[src/rtl/imem_debug_loader.sv]
// Byte-serial debug loader for the instruction RAM port B.
// The host sends a write command (op, addr x4, data x4) or a read command
// (op, addr x4); writes are acknowledged with one byte, reads return the
// addressed word MSB first, unknown opcodes get a single NAK byte.
//
// state | meaning
// ------+------------------------------------------------------------
// IDLE  | waiting for an opcode byte
// ADDR  | collecting the 4 address bytes, MSB first
// DATA  | collecting the 4 write-data bytes, MSB first
// WRITE | single-cycle RAM write pulse on port B
// ACK   | presenting ACK or NAK byte until the host takes it
// READ  | single-cycle RAM read, doutb captured at end of cycle
// RESP  | returning the captured word, 4 bytes MSB first
module imem_debug_loader #(
  parameter logic [7:0]  WR_OP    = 8'h57,
  parameter logic [7:0]  RD_OP    = 8'h52,
  parameter logic [7:0]  ACK_BYTE = 8'h4B,
  parameter logic [7:0]  NAK_BYTE = 8'h3F,
  parameter logic [31:0] TIMEOUT  = 32'd1000000
) (
  input  logic        clk,
  input  logic        rst_n,
  input  logic [7:0]  rx_data,
  input  logic        rx_valid,
  output logic        rx_ready,
  output logic [7:0]  tx_data,
  output logic        tx_valid,
  input  logic        tx_ready,
  output logic        web,
  output logic [29:0] addrb,
  output logic [31:0] dinb,
  input  logic [31:0] doutb,
  output logic        busy
);

  typedef enum logic [2:0] {
    IDLE  = 3'd0,
    ADDR  = 3'd1,
    DATA  = 3'd2,
    WRITE = 3'd3,
    ACK   = 3'd4,
    READ  = 3'd5,
    RESP  = 3'd6
  } state_t;

  state_t      state_q, state_d;
  logic        is_wr_q, is_wr_d;
  logic [1:0]  cnt_q, cnt_d;
  logic [31:0] addr_q, addr_d;
  logic [31:0] data_q, data_d;
  logic [31:0] resp_q, resp_d;
  logic [7:0]  tx_q, tx_d;
  logic [31:0] idle_q, idle_d;
  logic [29:0] addr_hold_q, addr_hold_d;
  logic [31:0] din_hold_q, din_hold_d;

  logic rx_fire;
  logic tx_fire;
  logic in_rx_state;

  // Handshakes and outputs decoded from the registered state; web and
  // tx_valid therefore fall as soon as reset forces the state to IDLE.
  always_comb begin
    in_rx_state = (state_q == IDLE) || (state_q == ADDR) || (state_q == DATA);
    rx_ready    = rst_n & in_rx_state;
    tx_valid    = (state_q == ACK) || (state_q == RESP);
    web         = (state_q == WRITE);
    busy        = (state_q != IDLE);
    tx_data     = tx_q;
    rx_fire     = rx_ready & rx_valid;
    tx_fire     = tx_valid & tx_ready;
    // Port B sees the live address only while accessing; otherwise it
    // keeps the value from the last access.
    addrb       = ((state_q == WRITE) || (state_q == READ)) ? addr_q[31:2] : addr_hold_q;
    dinb        = (state_q == WRITE) ? data_q : din_hold_q;
  end

  // Next-state and datapath update.
  always_comb begin
    state_d     = state_q;
    is_wr_d     = is_wr_q;
    cnt_d       = cnt_q;
    addr_d      = addr_q;
    data_d      = data_q;
    resp_d      = resp_q;
    tx_d        = tx_q;
    idle_d      = 32'd0;
    addr_hold_d = addr_hold_q;
    din_hold_d  = din_hold_q;

    case (state_q)
      IDLE: begin
        if (rx_fire) begin
          if ((rx_data == WR_OP) || (rx_data == RD_OP)) begin
            is_wr_d = (rx_data == WR_OP);
            cnt_d   = 2'd0;
            state_d = ADDR;
          end else begin
            tx_d    = NAK_BYTE;
            state_d = ACK;
          end
        end
      end

      ADDR: begin
        if (rx_fire) begin
          addr_d = {addr_q[23:0], rx_data};
          cnt_d  = cnt_q + 2'd1;
          if (cnt_q == 2'd3) begin
            state_d = is_wr_q ? DATA : READ;
          end
        end else if (idle_q == TIMEOUT - 32'd1) begin
          // Host went quiet: drop the partial command silently.
          state_d = IDLE;
        end else begin
          idle_d = idle_q + 32'd1;
        end
      end

      DATA: begin
        if (rx_fire) begin
          data_d = {data_q[23:0], rx_data};
          cnt_d  = cnt_q + 2'd1;
          if (cnt_q == 2'd3) begin
            state_d = WRITE;
          end
        end else if (idle_q == TIMEOUT - 32'd1) begin
          state_d = IDLE;
        end else begin
          idle_d = idle_q + 32'd1;
        end
      end

      WRITE: begin
        addr_hold_d = addr_q[31:2];
        din_hold_d  = data_q;
        tx_d        = ACK_BYTE;
        state_d     = ACK;
      end

      READ: begin
        addr_hold_d = addr_q[31:2];
        resp_d      = doutb;
        tx_d        = doutb[31:24];
        cnt_d       = 2'd0;
        state_d     = RESP;
      end

      ACK: begin
        if (tx_fire) begin
          state_d = IDLE;
        end
      end

      RESP: begin
        if (tx_fire) begin
          resp_d = {resp_q[23:0], 8'h00};
          tx_d   = resp_q[23:16];
          cnt_d  = cnt_q + 2'd1;
          if (cnt_q == 2'd3) begin
            state_d = IDLE;
          end
        end
      end

      default: begin
        state_d = IDLE;
      end
    endcase
  end

  // State and datapath registers.
  always_ff @(posedge clk or negedge rst_n) begin
    if (!rst_n) begin
      state_q     <= IDLE;
      is_wr_q     <= 1'b0;
      cnt_q       <= 2'd0;
      addr_q      <= 32'd0;
      data_q      <= 32'd0;
      resp_q      <= 32'd0;
      tx_q        <= 8'h00;
      idle_q      <= 32'd0;
      addr_hold_q <= 30'd0;
      din_hold_q  <= 32'd0;
    end else begin
      state_q     <= state_d;
      is_wr_q     <= is_wr_d;
      cnt_q       <= cnt_d;
      addr_q      <= addr_d;
      data_q      <= data_d;
      resp_q      <= resp_d;
      tx_q        <= tx_d;
      idle_q      <= idle_d;
      addr_hold_q <= addr_hold_d;
      din_hold_q  <= din_hold_d;
    end
  end

endmodule

[config.mk]
export PLATFORM = sky130hd
export DESIGN_NAME = imem_debug_loader
export DESIGN_NICKNAME = d
export VERILOG_FILES = /design/src/rtl/imem_debug_loader.sv
export SDC_FILE = /design/constraint.sdc
export NUM_CORES = 1
export LEC_CHECK = 0
export BUFFER_PORTS_ARGS = -buffer_cell sky130_fd_sc_hd__buf_2
export CORE_ASPECT_RATIO = 0.75
export CORE_MARGIN = 2
export CORE_UTILIZATION = 62
export DETAILED_ROUTE_END_ITERATION = 10
export PLACE_DENSITY = 0.83
export SETUP_SLACK_MARGIN = 0.5
export SYNTH_ARGS = -nofsm -noshare
export SYNTH_HDL_FRONTEND = slang
export SYNTH_SLANG_ARGS = --single-unit
[constraint.sdc]
create_clock -name clk -period 4.3 [get_ports clk]
set_input_delay 0.43 -clock clk [delete_from_list [all_inputs] [get_ports clk]]
set_output_delay 0.43 -clock clk [all_outputs]
set_load 0.01 [all_outputs]
==> results.sh, run 1 <==
export IMPL_required_ns=3.87
export IMPL_grt_busiest_layer="met2"
export IMPL_slew_viol_final=0
export IMPL_drtIter0Drc=519
export IMPL_nFillCells=887
export IMPL_wirelength_um=18200
export IMPL_post_cts_setup_buffer_count=0
export IMPL_critPathMaxFanout=34
export IMPL_drtAntennaViolNets=0
export IMPL_die_area_mm2=0.0148
export IMPL_yosysTopAreaCell="dfrtp_1"
export IMPL_antenna_cells=0
export IMPL_areaGrowthSynthToFinish_pct=15.8
export IMPL_worstPathArrival_ns=2.85
export IMPL_synth_seq_cells=196
export IMPL_yosysMostFrequentCell="dfrtp_1"
export IMPL_yosys_top_cells_count="196 x dfrtp_1, 150 x nand2_1, 104 x mux2_2"
export IMPL_vias_per_cell=5.96
export IMPL_dp_cells=1008
export IMPL_fin_crit_sh_pct=76.3
export IMPL_maxCapViolCount=0
export IMPL_synth_avg_cell_area_um2=11.5
export IMPL_grt_pass1_vias=6051
export IMPL_power_density_mw_per_mm2=380
export IMPL_grt_pass1_wl_um=30100
export IMPL_grt_util_met3_pct=5.77
export IMPL_min_period_ns=3.28
export IMPL_fmax_ghz=0.305
export IMPL_grt_antenna_before_repair=0
export IMPL_worstPathCellList="nand3b_1 -> buf_4 -> inv_1 -> nand2_1 -> nand2_1 -> buf_2"
export IMPL_path_class="reg2out"
export IMPL_detailed_place_hpwl_um=11900
export IMPL_stdcell_count=1041
export IMPL_synth_area_top_cells="dfrtp_1 57%, mux2_2 14%, nand2_1 6.6%"
export IMPL_gp_congestion=0.856
export IMPL_setup_ws_ns=1.02
export IMPL_finalSetupViolCount=0
export IMPL_cts_root_buf="clkbuf_16"
export IMPL_h_tree_depth=4
export IMPL_io_pins=118
export IMPL_synthCells=747
export IMPL_clock_path_buffers=2
export IMPL_cts_made_buffers=17
export IMPL_skew_ns=0.0123
export IMPL_core_rowCount=37
export IMPL_syn_nets=793
export IMPL_leakagePower_uw=0.00488
export IMPL_final_layout_size_suffix_gt1_share_pct=32.4
export IMPL_crit_path_start_kind="flip-flop"
export IMPL_relSlewSlack_pct=14.6
export IMPL_fin_nets=899
export IMPL_post_place_ws_ns=1.15
export IMPL_ir_drop_uv=319
export IMPL_synth_top_area_share_pct=57.3
export IMPL_synth_edf_count=0
export IMPL_grt_setup_unrepaired="no"
export IMPL_start_util_pct=62.9
export IMPL_grtUsageMet2_pct=40.1
export IMPL_numPortBuffers=117
export IMPL_clock_latency_ns=0.44
export IMPL_remaining_drc_errors=0
export IMPL_route_vias_total=6201
export IMPL_setup_worst_path_end_class="output pin"
export IMPL_die_x_um=140
export IMPL_die_h_um=106
export IMPL_grt_usage_pct=25.6
export IMPL_clk_pin_slew_ns=0.07
export IMPL_synth_ff_type="dfrtp_1"
export IMPL_cts_tree="done"
export IMPL_hold_viol_final=0
export IMPL_tightest_slew_ns=1.27
export IMPL_grt_overflow_total=0
export IMPL_tns_ns=0
export IMPL_critPathMaxStageDelay_ns=0.77
export IMPL_cpMostUsedCell="nand2_1"
export IMPL_use_met1_pct=35.5
export IMPL_core_area_mm2=0.0136
export IMPL_ys_warn_count=0
export IMPL_slowest_stage="dfrtp_1"
export IMPL_drt_pre_antenna_iters=5
export IMPL_async_flop_share_pct=100
export IMPL_ys_seq_area_share_pct=57.3
export IMPL_synth_cell_types=52
export IMPL_status="finished clean"
export IMPL_power_total_uw=3760
export IMPL_cts_sinks=196
export IMPL_syn_area_mm2=0.00856
export IMPL_hp_class="in2reg"
export IMPL_wl_per_cell_um=17.5
export IMPL_grt_max_degree=80
## through the flow
step	area (µm²)	utilization, %	hold WS [ns]
after floorplan	8560	-	0.134
after CTS	9900	72.8	0.200
after detailed placement	9270	68.1	0.419
after global placement	9270	68.1	0.415
final	9910	72.8	0.211
after global routing	9910	72.8	0.225
## cell families (layout without fill, tap and decap cells)
logic type | Yosys count | in the layout | synth area share, %
compound gates | 87 | 87 | 6.76
buf+inv | 49 | 168 | 2.37
mux | 120 | 120 | 15.6
xor+xnor | 13 | 13 | 1.33
simple gates | 280 | 280 | 16.4
fa+ha+maj | 2 | 2 | 0.292
flops | 196 | 196 | 57.3
## state kept, by name, summed over array words and instances (netlist names)
signal,flops
addr_hold_q,30
idle_q,32
data_q,32
cnt_q,2
din_hold_q,32
addr_q,32
tx_data,8
resp_q,24
is_wr_q,1
state_q,3
## critical path: cells and delay by family, from the launching register on
family,cells,cell delay (ns)
flops,1,0.77
simple gates,3,0.46
buf+inv,3,1.18
## timing repair
action	4_1_cts	5_1_grt
setup endpoints to repair	0	1
hold buffers	1	0
hold endpoints to repair	49	0
resized for setup	0	1
## worst paths after layout
check / start / end / slack [ns] / depth (start not counted)
hold reg to reg: resp_q[3]$_DFFE_PN0P_ / resp_q[3]$_DFFE_PN0P_ / 0.47 / 2
setup / recovery: state_q[1]$_DFFE_PN0P_ / dinb[6] / 1.02 / 6
max in group asynchronous: rst_n / din_hold_q[11]$_DFF_PN0_ / 2.47 / 3
min in group asynchronous: rst_n / resp_q[7]$_DFFE_PN0P_ / 0.51 / 2
setup reg to reg: state_q[1]$_DFFE_PN0P_ / idle_q[25]$_DFF_PN0_ / 1.69 / 4
hold / removal: doutb[3] / resp_q[3]$_DFFE_PN0P_ / 0.21 / 3
## cell type report
class                   instances  area [µm²]  area share [%]
multi-input cells             502        3460            34.9
clock inverters                15         194            1.96
repair buffers                126         664            6.71
inverters                      10        37.5           0.379
well taps                     175         219            2.21
clock buffers                  17         425            4.29
flip-flops and latches        196        4900            49.5
## where the power goes
part	internal, µW	leakage (µW)	total (µW)	switching, µW
logic	76.6	0.00189	182	105
registers	1900	0.00268	1950	45.5
clock network	883	0.000299	1640	753
total	2860	0.00488	3760	904
## cell usage in the layout, fill, tap and decap left out, types with 7 or more instances in the layout
cell type  Yosys  final
a211oi_1      11     11
a21oi_1       14     13
and4_1         7      7
buf_2          3    116
buf_4          0      8
clkbuf_16      0     17
dfrtp_1      196    196
inv_1         10     10
mux2_2       104    104
mux2i_1       16     16
nand2_1      150    149
nand2b_1       7      7
nand3_1       20     20
nor2_1        10      8
nor3_1        20     20
nor4_1        11     11
o21ai_0       31     31
o31ai_1        8      8
or3_1          9      9
or4_1          8      8
xnor2_1        8      8
## routing by layer
layer	share of wire [%]	wire (µm)
met5	0	0
met4	1.9	342
met3	5.4	987
met2	48	8800
met1	44	8080
Note: power is estimated with default switching activity, not from simulation.
==> inputs of run 2 (changes only) <==
--- a/config.mk
+++ b/config.mk
@@ -8,9 +8,9 @@
 export BUFFER_PORTS_ARGS = -buffer_cell sky130_fd_sc_hd__buf_2
 export CORE_ASPECT_RATIO = 0.75
 export CORE_MARGIN = 2
-export CORE_UTILIZATION = 62
+export CORE_UTILIZATION = 52
 export DETAILED_ROUTE_END_ITERATION = 10
-export PLACE_DENSITY = 0.83
+export PLACE_DENSITY = 0.74
 export SETUP_SLACK_MARGIN = 0.5
 export SYNTH_ARGS = -nofsm -noshare
 export SYNTH_HDL_FRONTEND = slang
==> constraint.sdc (replaced) <==
create_clock -name clk -period 2.8 [get_ports clk]
set_input_delay 0.28 -clock clk [delete_from_list [all_inputs] [get_ports clk]]
set_output_delay 0.28 -clock clk [all_outputs]
set_load 0.01 [all_outputs]
==> run 2 against run 1 <==
  * Sequential power is 53% higher
  * Critical path depth is 1 lower
  * Hold slack worse by 0.19 ns
  * Die area is 19% higher
  * Sequential share of layout area fell by 1.5 points
  * Non-clock buffer count grew 22
  * Clock power increased by 55%
  * Flip-flop and latch count did not move
==> results.sh, run 2 (synthesis results as in run 1) <==
export IMPL_combPwrFrac_pct=5.0
export IMPL_cts_tree="done"
export IMPL_mostFrequentLayoutCell="dfrtp_1"
export IMPL_die_area_mm2=0.0175
export IMPL_grt_setup_unrepaired="yes"
export IMPL_slowest_stage="dfrtp_1"
export IMPL_tightest_slew_ns=0.868
export IMPL_remaining_drc_errors=0
export IMPL_setup_worst_path_end_class="output pin"
export IMPL_wl_per_cell_um=16.9
export IMPL_relSlewSlack_pct=42.1
export IMPL_status="finished clean"
export IMPL_route_vias_total=6050
export IMPL_cts_root_buf="clkbuf_16"
export IMPL_gp_congestion=0.840
export IMPL_io_pins=118
export IMPL_critPathMaxStageDelay_ns=0.41
export IMPL_critPathMaxFanout=8
export IMPL_wirelength_um=18500
export IMPL_hold_viol_final=0
export IMPL_clk_pin_slew_ns=0.07
export IMPL_drtAntennaViolNets=0
export IMPL_hp_class="in2async"
export IMPL_die_x_um=152
export IMPL_p_seq_share_pct=51.3
export IMPL_sw_frac_of_total_pct=24.2
export IMPL_areaGrowthSynthToFinish_pct=19.4
export IMPL_grt_usage_pct=21.8
export IMPL_antenna_cells=0
export IMPL_crit_path_start_kind="flip-flop"
export IMPL_fmax_ghz=0.448
export IMPL_netSwitchingPower_uw=1400
export IMPL_final_layout_size_suffix_gt1_share_pct=34.2
export IMPL_core_rowCount=40
export IMPL_tns_ns=0
export IMPL_drt_pre_antenna_iters=4
export IMPL_detailed_place_hpwl_um=12000
export IMPL_ir_drop_uv=331
export IMPL_die_h_um=115
export IMPL_grt_max_degree=73
export IMPL_finalSetupViolCount=0
export IMPL_slew_viol_final=0
export IMPL_drtIter0Drc=369
export IMPL_dp_cells=1054
export IMPL_final_cell_mix="195 x dfrtp_1, 149 x nand2_1, 116 x buf_2, 104 x mux2_2, 31 x o21ai_0"
export IMPL_grt_pass1_vias=5881
export IMPL_power_density_mw_per_mm2=569
export IMPL_setup_ws_ns=0.570
export IMPL_path_class="reg2out"
export IMPL_skew_ns=0.0128
export IMPL_vias_per_cell=5.51
export IMPL_clock_path_buffers=2
export IMPL_cts_sinks=196
export IMPL_fin_nets=921
export IMPL_worstPathArrival_ns=1.95
export IMPL_grt_overflow_total=0
export IMPL_clockPowerShare_pct=43.7
export IMPL_grt_pass1_wl_um=30400
export IMPL_numPortBuffers=117
export IMPL_grt_antenna_before_repair=1
export IMPL_post_place_ws_ns=0.539
export IMPL_stdcell_count=1098
export IMPL_start_util_pct=53.3
export IMPL_maxCapViolCount=0
export IMPL_required_ns=2.52
export IMPL_worstPathCellList="nand3b_1 -> nand2_4 -> clkbuf_16 -> mux2_2 -> buf_2"
export IMPL_fin_crit_sh_pct=79.6
export IMPL_final_core_util_pct=63.6
export IMPL_leakagePower_uw=0.00501
export IMPL_min_period_ns=2.23
export IMPL_whs_ns=0.0230
export IMPL_core_area_mm2=0.0161
export IMPL_power_internal_uw=4410
export IMPL_cts_made_buffers=17
export IMPL_clock_latency_ns=0.44
export IMPL_h_tree_depth=4
## run 2: cell types whose count changed in the layout (fill, tap and decap cells not counted), sizes merged
| cell | before | now |
|---|---|---|
| buf | 124 | 145 |
| inv | 14 | 16 |
| clkinv | 8 | 5 |
| clkbuf | 18 | 20 |
## run 2: layout make-up
| type | count | area [µm²] |
|---|---|---|
| fillers | 1276 | 5850 |
| flip-flops and latches | 196 | 4910 |
| multi-input cells | 502 | 3470 |
| repair buffers | 148 | 920 |
| clock buffers | 18 | 429 |
| well taps | 210 | 263 |
| clock inverters | 14 | 189 |
| inverters | 10 | 41.3 |
## run 2: worst max-delay path, delay by kind of cell, from the launching register on
family | cells | cell delay, ns
flip-flops | 1 | 0.41
buffers and inverters | 2 | 0.32
multiplexers | 1 | 0.35
AND/OR/NAND/NOR | 2 | 0.41
## run 2: final timing paths
check / start / to / slack, ns / cells after the start
setup reg to reg: idle_q[0]$_DFF_PN0_ / idle_q[28]$_DFF_PN0_ / 0.61 / 5
hold / removal: rst_n / din_hold_q[6]$_DFF_PN0_ / 0.02 / 2
max in group asynchronous: rst_n / addr_hold_q[22]$_DFFE_PN0N_ / 2.07 / 2
setup / recovery: state_q[2]$_DFFE_PN0P_ / addrb[16] / 0.57 / 5
hold reg to reg: din_hold_q[22]$_DFF_PN0_ / din_hold_q[22]$_DFF_PN0_ / 0.47 / 2
min in group clk: doutb[3] / resp_q[3]$_DFFE_PN0P_ / 0.05 / 3
## run 2: timing repair
action	4_1_cts	5_1_grt
hold buffers	2	0
pin swaps	2	3
gates cloned	1	1
endpoints found under the hold margin	37	0
setup buffers	5	3
setup endpoints to repair	51	59
gates resized for setup	8	4
## run 2: metrics by stage
| stage | power (µW) | instance area (µm²) |
|---|---|---|
| 2_1_floorplan | 3160 | 8560 |
| 3_3_place_gp | 3320 | 9420 |
| 3_5_place_dp | 3330 | 9420 |
| 6_report | 5810 | 10200 |
| 5_1_grt | 6050 | 10200 |
| 4_1_cts | 5860 | 10200 |
## run 2: power groups by stage
| stage | Clock, µW | Sequential, µW | Combinational [µW] |
|---|---|---|---|
| 3_5_place_dp | 0 | 3040 | 292 |
| 3_3_place_gp | 0 | 3030 | 287 |
| 6_report | 2540 | 2980 | 291 |
| 4_1_cts | 2580 | 2980 | 299 |
| 5_1_grt | 2730 | 2990 | 337 |
| 2_1_floorplan | 0 | 3010 | 151 |
## run 2: layer usage
metal | up-vias | GRT usage (%) | share of wire (%)
met1 | 2988 | 32.4 | 50
li1 | 2925 | - | -
met4 | 2 | 6.98 | 1.4
met3 | 22 | 5.09 | 4.0
met5 | - | 0 | 0.086
met2 | 113 | 32.1 | 45
